### config.mk
export PLATFORM = sky130hd
export DESIGN_NAME = ssdec_scan
export DESIGN_NICKNAME = d
export VERILOG_FILES = /design/src/rtl/ssdec_scan.sv
export SDC_FILE = /design/constraint.sdc
export NUM_CORES = 1
export LEC_CHECK = 0
export CELL_PAD_IN_SITES_DETAIL_PLACEMENT = 0
export CELL_PAD_IN_SITES_GLOBAL_PLACEMENT = 1
export CORE_MARGIN = 3
export CORE_UTILIZATION = 43
export CTS_CLUSTER_DIAMETER = 150
export DETAILED_ROUTE_END_ITERATION = 16
export PLACE_DENSITY_LB_ADDON = 0.2
export REMOVE_ABC_BUFFERS = 1
export SYNTH_ARGS = -nofsm -noshare
export SYNTH_HDL_FRONTEND = slang
export SYNTH_SLANG_ARGS = --single-unit
### constraint.sdc
create_clock -name clk -period 3.22 [get_ports clk]
set_input_delay 0.966 -clock clk [delete_from_list [all_inputs] [get_ports clk]]
set_output_delay 0.966 -clock clk [all_outputs]
set_load 0.02 [all_outputs]
### src/rtl/ssdec_scan.sv
// Scanned driver for a bank of common-cathode 7-segment digits on a shared segment bus.
// One digit is shown per refresh slot. The display image is double-buffered and only swaps at frame boundaries.
module ssdec_scan #(
  parameter int NUM_DIGITS   = 4,
  parameter int SCAN_DIV     = 1000,
  parameter int BLINK_FRAMES = 64
) (
  input  logic                    clk,
  input  logic                    rst_n,
  input  logic                    load,
  input  logic [4*NUM_DIGITS-1:0] value,
  input  logic [NUM_DIGITS-1:0]   dp_in,
  input  logic [NUM_DIGITS-1:0]   digit_en,
  input  logic                    blank_lz,
  input  logic                    blink_en,
  output logic [7:0]              seg_out,
  output logic [NUM_DIGITS-1:0]   an_out,
  output logic                    frame_done
);

  localparam int PW = (SCAN_DIV > 1) ? $clog2(SCAN_DIV) : 1;
  localparam int IW = (NUM_DIGITS > 1) ? $clog2(NUM_DIGITS) : 1;
  localparam int BW = (BLINK_FRAMES > 1) ? $clog2(BLINK_FRAMES) : 1;
  localparam int VW = 4 * NUM_DIGITS;

  logic [PW-1:0]         presc_q, presc_d;
  logic [IW-1:0]         idx_q, idx_d;
  logic [BW-1:0]         blink_cnt_q, blink_cnt_d;
  logic                  blink_ph_q, blink_ph_d;
  logic                  pend_q, pend_d;
  logic [VW-1:0]         stg_val_q, stg_val_d;
  logic [NUM_DIGITS-1:0] stg_dp_q, stg_dp_d;
  logic [NUM_DIGITS-1:0] stg_en_q, stg_en_d;
  logic [VW-1:0]         shd_val_q, shd_val_d;
  logic [NUM_DIGITS-1:0] shd_dp_q, shd_dp_d;
  logic [NUM_DIGITS-1:0] shd_en_q, shd_en_d;
  logic [7:0]            seg_q, seg_d;
  logic [NUM_DIGITS-1:0] an_q, an_d;
  logic                  frame_done_q, frame_done_d;

  logic                  tick;
  logic                  boundary;
  logic                  run_zero;
  logic [NUM_DIGITS-1:0] lz_vec;
  logic [3:0]            cur_nib;
  logic                  cur_dp;
  logic                  cur_en;
  logic                  cur_lz;
  logic                  blanked;

  function automatic logic [6:0] seg7(input logic [3:0] n);
    logic [6:0] s;
    case (n)
      4'h0: s = 7'h3F;
      4'h1: s = 7'h06;
      4'h2: s = 7'h5B;
      4'h3: s = 7'h4F;
      4'h4: s = 7'h66;
      4'h5: s = 7'h6D;
      4'h6: s = 7'h7D;
      4'h7: s = 7'h07;
      4'h8: s = 7'h7F;
      4'h9: s = 7'h67;
      4'hA: s = 7'h77;
      4'hB: s = 7'h7C;
      4'hC: s = 7'h39;
      4'hD: s = 7'h5E;
      4'hE: s = 7'h79;
      default: s = 7'h71;
    endcase
    return s;
  endfunction

  always_comb begin
    tick     = (presc_q == PW'(SCAN_DIV - 1));
    boundary = tick && (idx_q == IW'(NUM_DIGITS - 1));

    presc_d = tick ? '0 : presc_q + PW'(1);
    idx_d   = idx_q;
    if (tick) idx_d = boundary ? '0 : idx_q + IW'(1);
    frame_done_d = boundary;

    // Staging always takes the newest load, including one on the boundary cycle,
    // while the shadow copies the pre-load staging contents on that same edge.
    stg_val_d = stg_val_q;
    stg_dp_d  = stg_dp_q;
    stg_en_d  = stg_en_q;
    pend_d    = pend_q;
    if (boundary) pend_d = 1'b0;
    if (load) begin
      stg_val_d = value;
      stg_dp_d  = dp_in;
      stg_en_d  = digit_en;
      pend_d    = 1'b1;
    end

    shd_val_d = shd_val_q;
    shd_dp_d  = shd_dp_q;
    shd_en_d  = shd_en_q;
    if (boundary && pend_q) begin
      shd_val_d = stg_val_q;
      shd_dp_d  = stg_dp_q;
      shd_en_d  = stg_en_q;
    end

    blink_cnt_d = blink_cnt_q;
    blink_ph_d  = blink_ph_q;
    if (boundary) begin
      if (blink_cnt_q == BW'(BLINK_FRAMES - 1)) begin
        blink_cnt_d = '0;
        blink_ph_d  = ~blink_ph_q;
      end else begin
        blink_cnt_d = blink_cnt_q + BW'(1);
      end
    end

    // lz_vec[i] is set when shadow nibbles from the top digit down to i are all zero.
    run_zero = 1'b1;
    lz_vec   = '0;
    for (int i = NUM_DIGITS - 1; i >= 0; i--) begin
      run_zero  = run_zero & (shd_val_q[4*i +: 4] == 4'h0);
      lz_vec[i] = run_zero;
    end

    cur_nib = 4'h0;
    cur_dp  = 1'b0;
    cur_en  = 1'b0;
    cur_lz  = 1'b0;
    an_d    = '0;
    for (int i = 0; i < NUM_DIGITS; i++) begin
      if (idx_q == IW'(i)) begin
        cur_nib  = shd_val_q[4*i +: 4];
        cur_dp   = shd_dp_q[i];
        cur_en   = shd_en_q[i];
        cur_lz   = lz_vec[i];
        an_d[i]  = 1'b1;
      end
    end

    blanked = blank_lz && cur_lz && (idx_q != '0);
    seg_d   = {cur_dp, blanked ? 7'h00 : seg7(cur_nib)};
    if (!cur_en || (blink_en && blink_ph_q)) seg_d = 8'h00;
  end

  always_ff @(posedge clk) begin
    if (!rst_n) begin
      presc_q      <= '0;
      idx_q        <= '0;
      blink_cnt_q  <= '0;
      blink_ph_q   <= 1'b0;
      pend_q       <= 1'b0;
      stg_val_q    <= '0;
      stg_dp_q     <= '0;
      stg_en_q     <= '0;
      shd_val_q    <= '0;
      shd_dp_q     <= '0;
      shd_en_q     <= '0;
      seg_q        <= 8'h00;
      an_q         <= '0;
      frame_done_q <= 1'b0;
    end else begin
      presc_q      <= presc_d;
      idx_q        <= idx_d;
      blink_cnt_q  <= blink_cnt_d;
      blink_ph_q   <= blink_ph_d;
      pend_q       <= pend_d;
      stg_val_q    <= stg_val_d;
      stg_dp_q     <= stg_dp_d;
      stg_en_q     <= stg_en_d;
      shd_val_q    <= shd_val_d;
      shd_dp_q     <= shd_dp_d;
      shd_en_q     <= shd_en_d;
      seg_q        <= seg_d;
      an_q         <= an_d;
      frame_done_q <= frame_done_d;
    end
  end

  assign seg_out    = seg_q;
  assign an_out     = an_q;
  assign frame_done = frame_done_q;

endmodule

==> metrics.csv <==
stage,metric,value,unit
timing,drv_slew,0,
worst_setup_path,start_kind,flip-flop,
floorplanning,core,7928,um^2
clocking,clkLatencyLatePin,0.34,ns
synth,synth_compound_area_share,9.927,%
placed_design,portBuffers,41,
synth,yosys-top-cells-area,"dfxtp_1 45%, mux2i_1 7.0%, nor2b_1 5.2%",
timing,max_freq,376.0,MHz
timing,rsz0062_at_grt,no,
power,ir_worst_vdd,0.0002312,V
floorplanning,dieArea,9487,um^2
worst_setup_path,worstPathRequired,3.47,ns
clocking,cts_buffer_depth,2,
final_layout,final_layout_size_suffix_gt1_share,7.042,%
grt,grt_max_degree,68,
run_status,status,"complete, no violations",
synth,synth.top_cell.area_share,45.14,%
floorplanning,die_h,97.40,um
drt,wl_per_cell,12.67,um
timing,worst_slack,0.5603,ns
drt,dr_total_vias,2678,
drt,ant_nets,0,
final_layout,area_growth,17.45,%
clocking,ctsResizeCount,0,
placed_design,dp_hpwl,4617,um
power,power.density,461.0,nW/um^2
worst_setup_path,critical_path_class,reg -> reg,
final_layout,fillers,768,
synth,ys_ff_latch,81,
run,cap_violations,0,
synth,yosysTopAreaCell,dfxtp_1,
floorplanning,ios,42,
drt,drtPass1Iterations,4,
placed_design,gp_congestion,0.8349,
drt,first_iter_violations,62,
drt,routed_wl,6689,um
synth,ys.flop_type,dfxtp_1,
min_path,hp-class,reg -> reg,
worst_setup_path,cp_slowest_cell,ha_1,
grt,grt.total_usage,14.23,%
synth,synth_area_per_cell,9.234,um^2
timing,worst_pin_slew,0.5785,ns
synth,syn_inst,389,
drt,drc,0,
power,p_leak,1.565,nW
clocking,cts_setup_buffers,0,
synth,synth_xor_area_share,3.413,%
clocking,cts_max_level,3,
timing,setup_viol,0,
synth,synthAdderAreaFrac,4.528,%
timing,max_slew_margin,61.43,%
clocking,cts-buffers-inserted,9,
synth,synth_edf_count,0,
timing,min_period,2.660,ns
placed_design,post-place-ws,0.5641,ns
synth,synth_top_family_by_area,simple AND/OR/NAND/NOR gates,
clocking,clock-root-buffer,clkbuf_8,
floorplanning,rows,32,
grt,grt_overflow,0,
worst_setup_path,critPathArrivalTime,2.91,ns
final_layout,fin_nets,463,
worst_setup_path,endpoint_kind,flip-flop,
synth,ys_warn_count,0,
clocking,clock_sinks,81,
timing,tns,0,ns
grt,grt_pass1_vias,2456,
timing,skew,0.009183,ns
synth,yosysUniqueCellTypes,48,
timing,fin_crit_sh,82.60,%
drt,viasPerCell,5.072,
synth,synth_mux_area_share,6.966,%
synth,ys_async_sr_fraction,0,%
grt,grt_pass1_wl,11210,um
clocking,cts_hold_buffers,0,
timing,finalHoldViolations,0,
worst_setup_path,cp_max_fo,17,
worst_setup_path,slowest_delay,0.52,ns
clocking,cts.clk_slew.worst_paths,0.08,ns
floorplanning,start_util,45.31,%
worst_setup_path,cp_cell_sequence,ha_1 -> inv_1 -> o211ai_1 -> inv_1 -> ha_1 -> o21ai_0 -> a21oi_1 -> a311oi_1,
synth,synth-simple-area-share,24.28,%
final_layout,fin_util,53.22,%
synth,synth_area,3592,um^2
clocking,cts_tree,built,
floorplanning,die_w,97.40,um
synth,ys_seq_area_share,45.14,%
grt,antenna_found_initial,0,
final_layout,antenna_cells,0,
[area by class of cell]
cell class                 instances  area, um^2  share of cell area (%)
sequential                        81        1622                   38.43
clock buffer                      12       145.1                   3.440
inverter                           9       33.78                  0.8007
multi-input combinational        273        1764                   41.81
tap                              102       127.6                   3.025
clock inverter                     4       76.32                   1.809
timing repair buffer              47       450.4                   10.68
[worst max-delay path: cells and delay by family, from the launching register on]
| family | cells | cell delay [ns] |
|---|---|---|
| adder cells (fa/ha/maj) | 2 | 0.88 |
| flip-flops | 1 | 0.41 |
| buffers and inverters | 2 | 0.38 |
| AO/OA/AOI/OAI | 4 | 0.90 |
[cell families after synthesis]
kind of cell | Yosys count
XOR/XNOR | 14
buffers and inverters | 35
AND/OR/NAND/NOR | 164
AO/OA/AOI/OAI | 57
multiplexers | 25
adder cells (fa/ha/maj) | 13
flip-flops | 81
[where the power goes]
group          internal (mW)  leakage (nW)  total (mW)  switching, mW
logic                 0.0604         0.799       0.103         0.0422
clock network          0.460         0.107       0.807          0.347
registers               1.02         0.658        1.04         0.0121
total                   1.54          1.56        1.95          0.401
[layer usage]
layer | vias up | GRT usage (%) | part of all wire [%]
li1 | 1402 | - | -
met1 | 1218 | 18.83 | 50
met2 | 49 | 22.19 | 44
met3 | 9 | 3.733 | 4.2
met4 | 0 | 5.431 | 1.3
met5 | - | 0 | 0
[placed cells by master (no fill, tap or decap), types with 7 or more instances in the layout]
master           instances
dfxtp_1                 81
nand2_1                 47
clkdlybuf4s50_1         40
nor2b_1                 30
nand3_1                 29
mux2i_1                 25
o21ai_0                 19
nor2_1                  13
ha_1                    13
a21oi_1                 10
clkbuf_8                10
inv_1                    9
nor3_1                   9
and2_1                   8
o21ai_1                  8
xor2_1                   7
xnor2_1                  7
[flip-flops by register name (all words and copies together), names as in the netlist, 6 cells and up]
signal / cells
seg_out: 8
presc_q: 10
blink_cnt_q: 6
shd_val_q: 16
stg_val_q: 16
[metrics by stage]
stage | hold slack [ns] | instance area, um^2 | power, mW | instances
floorplan | 0.4175 | 3420 | 1.096 | 363
global placement | 0.4310 | 3998 | 1.161 | 512
detailed placement | 0.4423 | 3998 | 1.163 | 512
CTS | 0.4607 | 4219 | 1.976 | 528
global route | 0.4829 | 4219 | 2.018 | 528
finish | 0.4581 | 4219 | 1.945 | 528
[cells in the mapped netlist, types with 2 or more instances]
cell      number
dfxtp_1       81
nand2_1       47
nor2b_1       30
nand3_1       29
mux2i_1       25
o21ai_0       19
ha_1          13
nor2_1        13
clkbuf_1      11
a21oi_1       10
inv_1          9
nor3_1         9
and2_1         8
o21ai_1        8
xnor2_1        7
xor2_1         7
buf_2          6
o211ai_1       5
a311oi_1       4
nand3b_1       4
nor3b_1        4
a211oi_1       3
buf_12         3
clkbuf_2       3
nand4_1        3
nor4_1         3
a311o_1        2
and3_1         2
buf_4          2
[final timing paths]
check | start | end | slack [ns] | cells after the start
max | idx_q[0]$_SDFFE_PN0N_ | seg_out[1]$_SDFF_PP0_ | 0.56 | 8
min | presc_q[0]$_SDFF_PP0_ | presc_q[0]$_SDFF_PP0_ | 0.46 | 1
max reg2reg | idx_q[0]$_SDFFE_PN0N_ | seg_out[1]$_SDFF_PP0_ | 0.56 | 8
min reg2reg | presc_q[0]$_SDFF_PP0_ | presc_q[0]$_SDFF_PP0_ | 0.46 | 1
(Power assumes the default switching activity.)
